$ cat config.mk
export PLATFORM = sky130hd
export DESIGN_NAME = pipelined_adder
export DESIGN_NICKNAME = d
export VERILOG_FILES = /design/src/rtl/pipelined_adder.sv
export SDC_FILE = /design/constraint.sdc
export NUM_CORES = 1
export LEC_CHECK = 0
export CAP_MARGIN = 20
export CORE_MARGIN = 3
export CORE_UTILIZATION = 50
export CTS_CLUSTER_DIAMETER = 60
export DETAILED_ROUTE_END_ITERATION = 7
export PLACE_DENSITY = 0.7
export SYNTH_ARGS = -nofsm -noshare
export SYNTH_HDL_FRONTEND = slang
export SYNTH_SLANG_ARGS = --single-unit
$ cat constraint.sdc
create_clock -name clk_i -period 3 [get_ports clk_i]
set_clock_uncertainty 0.15 [all_clocks]
set_input_delay 0.6 -clock clk_i [delete_from_list [all_inputs] [get_ports clk_i]]
set_output_delay 0.6 -clock clk_i [all_outputs]
set_load 0.02 [all_outputs]
$ cat src/rtl/pipelined_adder.sv
// Pipelined add/subtract unit: one CHUNK-bit slice resolved per stage, carry rippled stage to
// stage, with skew/deskew registers and a valid/ready handshake that stalls the whole pipe.
module pipelined_adder #(
    parameter int unsigned WIDTH  = 32,
    parameter int unsigned STAGES = 4
) (
    input  logic             clk_i,
    input  logic             rst_ni,
    input  logic             VALID_i,
    output logic             READY_o,
    input  logic [WIDTH-1:0] A_i,
    input  logic [WIDTH-1:0] B_i,
    input  logic             C_i,
    input  logic             SUB_i,
    output logic             VALID_o,
    input  logic             READY_i,
    output logic [WIDTH-1:0] S_o,
    output logic             C_o,
    output logic             V_o
);
    localparam int Width    = int'(WIDTH);
    localparam int Stages   = int'(STAGES);
    localparam int Chunk    = Width / Stages;
    // Deskew storage is triangular: stage k holds the (k+1) finished low slices.
    localparam int SumBits  = Chunk * Stages * (Stages + 1) / 2;
    // Skew storage is triangular too: stage k holds the Width-(k+1)*Chunk unprocessed bits.
    localparam int SkewRaw  = (Stages - 1) * Width - Chunk * (Stages - 1) * Stages / 2;
    localparam int SkewBits = (SkewRaw > 0) ? SkewRaw : 1;

    logic [STAGES-1:0]   vld_q, vld_d;
    logic [STAGES-1:0]   cy_q, cy_d;
    logic [SumBits-1:0]  sum_q, sum_d;
    logic [SkewBits-1:0] a_skew_q, a_skew_d;
    logic [SkewBits-1:0] b_skew_q, b_skew_d;
    logic                ovf_q, ovf_d;
    logic                adv;

    assign adv = ~vld_q[STAGES-1] | READY_i;

    for (genvar k = 0; k < Stages; k++) begin : g_stage
        localparam int Rem    = Width - k * Chunk;
        localparam int SumLo  = Chunk * k * (k + 1) / 2;
        localparam int SkewLo = k * Width - Chunk * k * (k + 1) / 2;

        logic [Rem-1:0] a_in;
        logic [Rem-1:0] b_in;
        logic           c_in;
        logic [Chunk:0] slice;

        if (k == 0) begin : g_entry
            assign a_in             = A_i;
            assign b_in             = SUB_i ? ~B_i : B_i;
            assign c_in             = SUB_i ^ C_i;
            assign vld_d[k]         = VALID_i;
            assign sum_d[Chunk-1:0] = slice[Chunk-1:0];
        end else begin : g_link
            localparam int PrevSkewLo = (k - 1) * Width - Chunk * (k - 1) * k / 2;
            assign a_in     = a_skew_q[PrevSkewLo +: Rem];
            assign b_in     = b_skew_q[PrevSkewLo +: Rem];
            assign c_in     = cy_q[k-1];
            assign vld_d[k] = vld_q[k-1];
            assign sum_d[SumLo +: (k + 1) * Chunk] =
                {slice[Chunk-1:0], sum_q[SumLo - k * Chunk +: k * Chunk]};
        end

        assign slice   = {1'b0, a_in[Chunk-1:0]} + {1'b0, b_in[Chunk-1:0]}
                       + {{Chunk{1'b0}}, c_in};
        assign cy_d[k] = slice[Chunk];

        if (k < Stages - 1) begin : g_skew
            assign a_skew_d[SkewLo +: Rem - Chunk] = a_in[Rem-1:Chunk];
            assign b_skew_d[SkewLo +: Rem - Chunk] = b_in[Rem-1:Chunk];
        end else begin : g_last
            // Top slice holds the sign bits of A and B_eff.
            assign ovf_d = (a_in[Chunk-1] == b_in[Chunk-1]) & (slice[Chunk-1] != a_in[Chunk-1]);
        end
    end

    if (SkewRaw == 0) begin : g_no_skew
        assign a_skew_d = '0;
        assign b_skew_d = '0;
    end

    always_ff @(posedge clk_i or negedge rst_ni) begin
        if (!rst_ni) begin
            vld_q    <= '0;
            cy_q     <= '0;
            sum_q    <= '0;
            a_skew_q <= '0;
            b_skew_q <= '0;
            ovf_q    <= 1'b0;
        end else if (adv) begin
            vld_q    <= vld_d;
            cy_q     <= cy_d;
            sum_q    <= sum_d;
            a_skew_q <= a_skew_d;
            b_skew_q <= b_skew_d;
            ovf_q    <= ovf_d;
        end
    end

    // Result fields are masked so bubbles never show stale data.
    assign READY_o = adv;
    assign VALID_o = vld_q[STAGES-1];
    assign S_o     = VALID_o ? sum_q[SumBits-1 -: WIDTH] : '0;
    assign C_o     = VALID_o & cy_q[STAGES-1];
    assign V_o     = VALID_o & ovf_q;

endmodule

==> out/metrics.csv, run 1 <==
stage;metric;value;unit
grt;gr ovfl total;0;
yosys;top cell type's share of synthesized area;53.83;%
timing;Final Max Slew Viols;0;
timing;final worst path period share;91.24;%
grt;initial antenna violation count;0;
detailed_routing;wire per inst;13.04;um
timing;# setup viols final;0;
setup_path;startpoint types;primary input;
finish;proportion of layout cells with a drive suffix above 1;4.459;%
die;core box area;16700;um2
clock_network;CTS tree;yes;
grt;GRT Total Usage;19.17;%
place;DP HPWL;10.93;mm
setup_path;R2R depth;7;
die;initial cell density of the core;51.50;%
detailed_routing;drt via density;4.849;
timing;fmax;365.3;MHz
pwr;Switching Fraction;36.83;%
detailed_routing;Final ANT Viol Nets;0;
detailed_routing;initial DRC count;394;
grt;grt peak-use layer;met2;
outcome;status;complete, no violations;
yosys;top post-synthesis cells by area;dfrtp_1 54%, nand2_1 19%, ha_1 4.1%;
yosys;sequential area share after synthesis;53.83;%
detailed_routing;DRC viols;0;
clock_network;clk buf depth;2;
setup_path;Crit Path Class;in -> out;
clock_network;Worst-Skew Late Latency;0.42;ns
clock_network;# Post-CTS Setup Buffers;0;
pwr;VDD IR-drop max;1030;uV
finish;non-filler cells, final;1274;
setup_path;worst path buffer plus inverter count;3;
pwr;Int Power;6.786;mW
yosys;Post-synth EDFFs;0;
yosys;Synthesized Nets;1062;
die;Top Ports;106;
setup_path;Critical Path Most Common Cell;clkdlybuf4s50_1;
timing;fin crit period;2.737;ns
yosys;top cells by count, synth;442 x nand2_1, 185 x dfrtp_1, 57 x o21ai_0;
finish;Sequential Area;4629;um2
finish;area of the multi-input gates;3666;um2
die;die height;137.2;um
place;dpl ws;-0.01402;ns
grt;GR Util met2;29.26;%
timing;RSZ-0062 raised after global routing;no;
clock_network;clock sink count;185;
setup_path;critical path depth in cells;4;
detailed_routing;drt first pass iters;5;
setup_path;slowest CP cell;clkdlybuf4s50_1;
pwr;cell leakage power;5.029;nW
place;placed insts;1243;
clock_network;CTS Hold Bufs;0;
pwr;part of the power in the clock network;20.7;%
yosys;Warnings, synthesis;0;
finish;Area Growth Syn to Fin;20.58;%
setup_path;crit-path max cell delay;0.60;ns
yosys;Syn Area/Cell;8.997;um2
yosys;Syn Inst Count;956;
die;chip width;137.2;um
pwr;sequential power share;39.1;%
yosys;Synth Flop Type;dfrtp_1;
clock_network;CTS Buf Count;17;
yosys;most frequent cell after synthesis;nand2_1;
yosys;area of the mapped netlist;8601;um2
setup_path;crit path max fanout;3;
finish;Util after Layout;62.10;%
clock_network;PostCTS Resize Cnt;0;
finish;ant diodes;0;
setup_path;CP Data Required Time;2.25;ns
clock_network;H-tree depth;4;
grt;GR Util met3;3.713;%
timing;actual slew at the worst max-slew pin;0.8956;ns
yosys;register bit count reported by yosys;185;
yosys;post-synth top area cell;dfrtp_1;
place;GPL Wtd Cong;0.8823;
timing;post-route setup TNS;0;ns
yosys;Async SR Flop Fraction;100.0;%
run;Max Cap Viol;0;
finish;FILL cells;1489;
worst_hold_path;Hold Path Class;in -> async;
timing;final worst slack;0.2628;ns
grt;met1 usage;28.00;%
setup_path;Worst setup EP type;primary output;
timing;Slew headroom;40.29;%
die;die area;18810;um2
grt;largest net degree at the start of global routing;225;
die;row cnt;47;
pwr;Logic pwr share;40.1;%
clock_network;clk root buf;clkbuf_16;
pwr;net switching power;3.957;mW
finish;Final nets;1148;
setup_path;Crit path arrival time;1.99;ns
setup_path;Top delay family on crit path;buffers and inverters;
yosys;Netlist cell types;39;
pwr;pwr/cell area;1036;nW/um2
timing;Final Hold Fails;0;
grt;first-pass GRT wire length;28.70;mm
setup_path;CP Cell Sequence;clkdlybuf4s50_1, and2b_4, inv_4, clkdlybuf4s50_1;
grt;vias in the first global route;6040;
place;port bufs;105;
clock_network;Clk pin slew, worst setup/hold paths;0.07;ns
detailed_routing;Routed WL;16.61;mm
detailed_routing;detailed-route via count;6178;
-- routing by layer --
metal / vias up / part of all wire, %
met3: 15 / 3.2
met2: 98 / 45
li1: 3210 / -
met5: - / 0
met1: 2855 / 50
met4: 0 / 1.3
-- power groups by stage --
stage / logic (mW) / registers (mW) / clock network (mW)
CTS: 4.35 / 4.21 / 2.27
detailed placement: 4.32 / 4.25 / 0
global route: 4.95 / 4.36 / 2.38
floorplan: 3.14 / 4.10 / 0
global placement: 4.21 / 4.22 / 0
finish: 4.31 / 4.20 / 2.23
-- path summary, 6_finish.rpt --
| path | from | endpoint | slack, ns |
|---|---|---|---|
| setup / recovery | READY_i | READY_o | 0.26 |
| hold reg to reg | sum_q[48] | sum_q[48] | 0.31 |
| hold / removal | rst_ni | vld_q[0] | 0.06 |
| max in group asynchronous | rst_ni | b_skew_q[43] | 1.93 |
| min in group clk_i | sum_q[48] | sum_q[48] | 0.31 |
| setup reg to reg | cy_q[2] | sum_q[78] | 0.44 |
-- placed cells by master (no fill, tap or decap), drive strengths merged, types with 2 or more instances in the layout --
cell type	n
buf	11
nor3	12
xnor2	28
or3	3
nand2	442
a31oi	4
o211ai	5
o21ai	61
clkbuf	24
clkinv	5
bufinv	2
a21o	5
fa	8
clkdlybuf4s50	103
nand2b	4
o21bai	4
a211oi	9
ha	28
and2	32
nor2b	3
inv	12
a21oi	19
nor2	12
dfrtp	185
xor2	22
-- layout make-up --
| cell class | instances | area share, % |
|---|---|---|
| clock buffers | 23 | 4.802 |
| clock inverters | 8 | 0.8927 |
| inverters | 12 | 0.4584 |
| multi-input cells | 711 | 35.35 |
| flip-flops and latches | 185 | 44.64 |
| well taps | 220 | 2.654 |
| repair buffers | 115 | 11.21 |
-- flip-flops by register name, indices dropped and copies added, names as in the netlist --
name	flops
a_skew_q	48
sum_q	80
ovf_q	1
b_skew_q	48
cy_q	4
vld_q	4
-- stage by stage --
stage	hold slack [ns]	power, mW	instance area (um2)
after CTS	0.07817	10.84	10370
after global routing	0.1091	11.69	10370
after global placement	0.2925	8.431	9781
after floorplan	0.1544	7.233	8601
final	0.05916	10.74	10370
after detailed placement	0.2980	8.573	9781
-- cell families after synthesis --
kind of cell / share of synthesized area (%)
simple gates: 23.80
flops: 53.83
compound gates: 7.769
buf+inv: 3.579
xor+xnor: 5.092
fa+ha+maj: 5.935
(Power assumes the default switching activity.)
==> run 2, diff against run 1 <==
--- a/config.mk
+++ b/config.mk
@@ -6,7 +6,7 @@
 export NUM_CORES = 1
 export LEC_CHECK = 0
 export CAP_MARGIN = 20
-export CORE_MARGIN = 3
+export CORE_MARGIN = 2
 export CORE_UTILIZATION = 50
 export CTS_CLUSTER_DIAMETER = 60
 export DETAILED_ROUTE_END_ITERATION = 7
==> run 2 against run 1 <==
- sequential share of layout area barely moved
- register-to-register slack got worse by 0.02 ns
- routed wire length fell by 0.65%
- utilization rose by 0.060 points
- sequential power barely moved
- largest cell class unchanged
- critical path depth fell by 1
- maximum frequency fell by 3.2%
- final cell count rose by 0.16%
- design area barely moved
- worst hold slack got worse by 0.019 ns
- highest routed layer unchanged
- clock power barely moved
==> out/metrics.csv, run 2 (synthesis results as in run 1) <==
stage;metric;value;unit;change
finish;max reg flops;80;;unchanged
finish;Regs by FF count;sum_q x80, a_skew_q x48, b_skew_q x48;;
clock_network;CTS Hold Bufs;0;;unchanged
die;core box area;16700;um2;unchanged
clock_network;clock sink count;185;;unchanged
detailed_routing;detailed-route via count;6223;;+0.73%
detailed_routing;initial DRC count;453;;+15%
clock_network;PostCTS Resize Cnt;0;;unchanged
finish;Util after Layout;62.16;%;about the same
worst_hold_path;Hold Path Class;in -> async;;
timing;Slew headroom;27.27;%;-13 points
timing;post-route setup TNS;0;ns;unchanged
clock_network;H-tree depth;4;;unchanged
run;Max Cap Viol;0;;unchanged
grt;largest net degree at the start of global routing;225;;unchanged
timing;RSZ-0062 raised after global routing;no;;
detailed_routing;Final ANT Viol Nets;0;;unchanged
timing;fin crit period;2.828;ns;+0.09056 ns
die;die height;135.2;um;-1.5%
grt;vias in the first global route;5941;;-1.6%
setup_path;slowest CP cell;clkdlybuf4s50_1;;
clock_network;CTS Buf Count;17;;unchanged
die;initial cell density of the core;51.50;%;unchanged
pwr;VDD IR-drop max;1034;uV;+0.46%
pwr;pwr/cell area;1034;nW/um2;-0.21%
clock_network;CTS tree;yes;;
timing;Final Hold Fails;0;;unchanged
die;Top Ports;106;;unchanged
outcome;status;complete, no violations;;
grt;first-pass GRT wire length;28.27;mm;-1.5%
finish;Final nets;1149;;+0.087%
finish;Biggest register;sum_q;;
place;DP HPWL;10.93;mm;about the same
setup_path;startpoint types;flop;;
place;GPL Wtd Cong;0.8606;;-2.5%
timing;Hold Slack;0.03978;ns;-0.01939 ns
pwr;cell leakage power;5.023;nW;-0.12%
setup_path;Crit Path Class;reg -> out;;
timing;final worst path period share;94.26;%;+3.0 points
setup_path;Worst setup EP type;primary output;;
grt;gr ovfl total;0;;unchanged
detailed_routing;DRC viols;0;;unchanged
setup_path;flop2flop setup slack;0.42;ns;-0.02 ns
finish;proportion of layout cells with a drive suffix above 1;4.640;%;+0.18 points
grt;initial antenna violation count;0;;unchanged
timing;Final Max Slew Viols;0;;unchanged
setup_path;crit-path max cell delay;0.62;ns;+0.02 ns
die;die area;18270;um2;-2.9%
die;row cnt;47;;unchanged
finish;commonest non-fill, non-tap cells in the layout;442 x nand2_1, 185 x dfrtp_1, 103 x clkdlybuf4s50_1;;
clock_network;Worst-Skew Late Latency;0.42;ns;about the same
timing;fmax;353.6;MHz;-3.2%
timing;# setup viols final;0;;unchanged
setup_path;crit path max fanout;15;;+12
place;port bufs;105;;unchanged
clock_network;clk root buf;clkbuf_16;;
clock_network;clk buf depth;2;;unchanged
setup_path;Crit path arrival time;2.08;ns;+0.09 ns
finish;ant diodes;0;;unchanged
clock_network;Clk pin slew, worst setup/hold paths;0.07;ns;about the same
detailed_routing;drt first pass iters;5;;unchanged
clock_network;# Post-CTS Setup Buffers;0;;unchanged
finish;Area Growth Syn to Fin;20.70;%;about the same
setup_path;CP Cell Sequence;buf_4, and2_1, clkdlybuf4s50_1;;
setup_path;CP Data Required Time;2.25;ns;about the same
grt;GRT Total Usage;19.51;%;+0.34 points
timing;actual slew at the worst max-slew pin;1.091;ns;+0.1954 ns
detailed_routing;wire per inst;12.93;um;-0.81%
die;chip width;135.2;um;-1.5%
pwr;Total Power;10.73;mW;-0.12%
detailed_routing;drt via density;4.877;;+0.57%
finish;commonest non-fill, non-tap cell in the layout;nand2_1;;
detailed_routing;Routed WL;16.50;mm;-0.65%
-- run 2: changes by cell type in the layout (fill, tap and decap cells not counted) --
cell | previous run | this run
clkinvlp_4 | 1 | 3
clkinv_2 | 5 | 2
inv_6 | 0 | 4
clkinv_4 | 0 | 1
clkbuf_8 | 6 | 3
buf_4 | 7 | 8
-- run 2: per-layer routing --
metal	GRT usage (%)	routed length [um]	vias up
li1	-	-	3217
met1	29.00	8273	2874
met5	0	0	-
met4	5.845	141	0
met3	3.517	575	14
met2	29.50	7509	118
-- run 2: critical path: cells and delay by family (launching register included) --
| family | cells | cell delay (ns) |
|---|---|---|
| buffers and inverters | 2 | 0.87 |
| flip-flops | 1 | 0.60 |
| AND/OR/NAND/NOR | 1 | 0.18 |
-- run 2: power breakdown --
part	leakage [nW]	internal (mW)	switching [mW]
registers	2.24	3.61	0.626
logic	2.50	1.86	2.41
clock network	0.284	1.28	0.948
-- run 2: worst paths after layout --
path / endpoint / start / cells after the start
setup / recovery: S_o[30] / vld_q[3] / 3
hold / removal: a_skew_q[17] / rst_ni / 1
setup reg to reg: sum_q[46] / cy_q[1] / 7
hold reg to reg: sum_q[64] / sum_q[64] / 2
max in group asynchronous: a_skew_q[26] / rst_ni / 2
min in group clk_i: sum_q[64] / sum_q[64] / 2
-- run 2: cell type report --
class	instances	area, um2
clock inverters	12	136.4
well taps	220	275.3
fillers	1501	6320
repair buffers	116	1170
flip-flops and latches	185	4629
inverters	12	47.55
clock buffers	20	456.7
multi-input cells	711	3666
-- run 2: per-stage QoR --
| step | std cells | setup slack (ns) | cell area, um2 |
|---|---|---|---|
| after floorplan | 956 | 0.1833 | 8601 |
| after global placement | 1244 | 0.06305 | 9788 |
| after detailed placement | 1244 | 0.006741 | 9788 |
| after CTS | 1276 | 0.1328 | 10380 |
| after global routing | 1276 | 0.04171 | 10380 |
| final | 1276 | 0.1723 | 10380 |
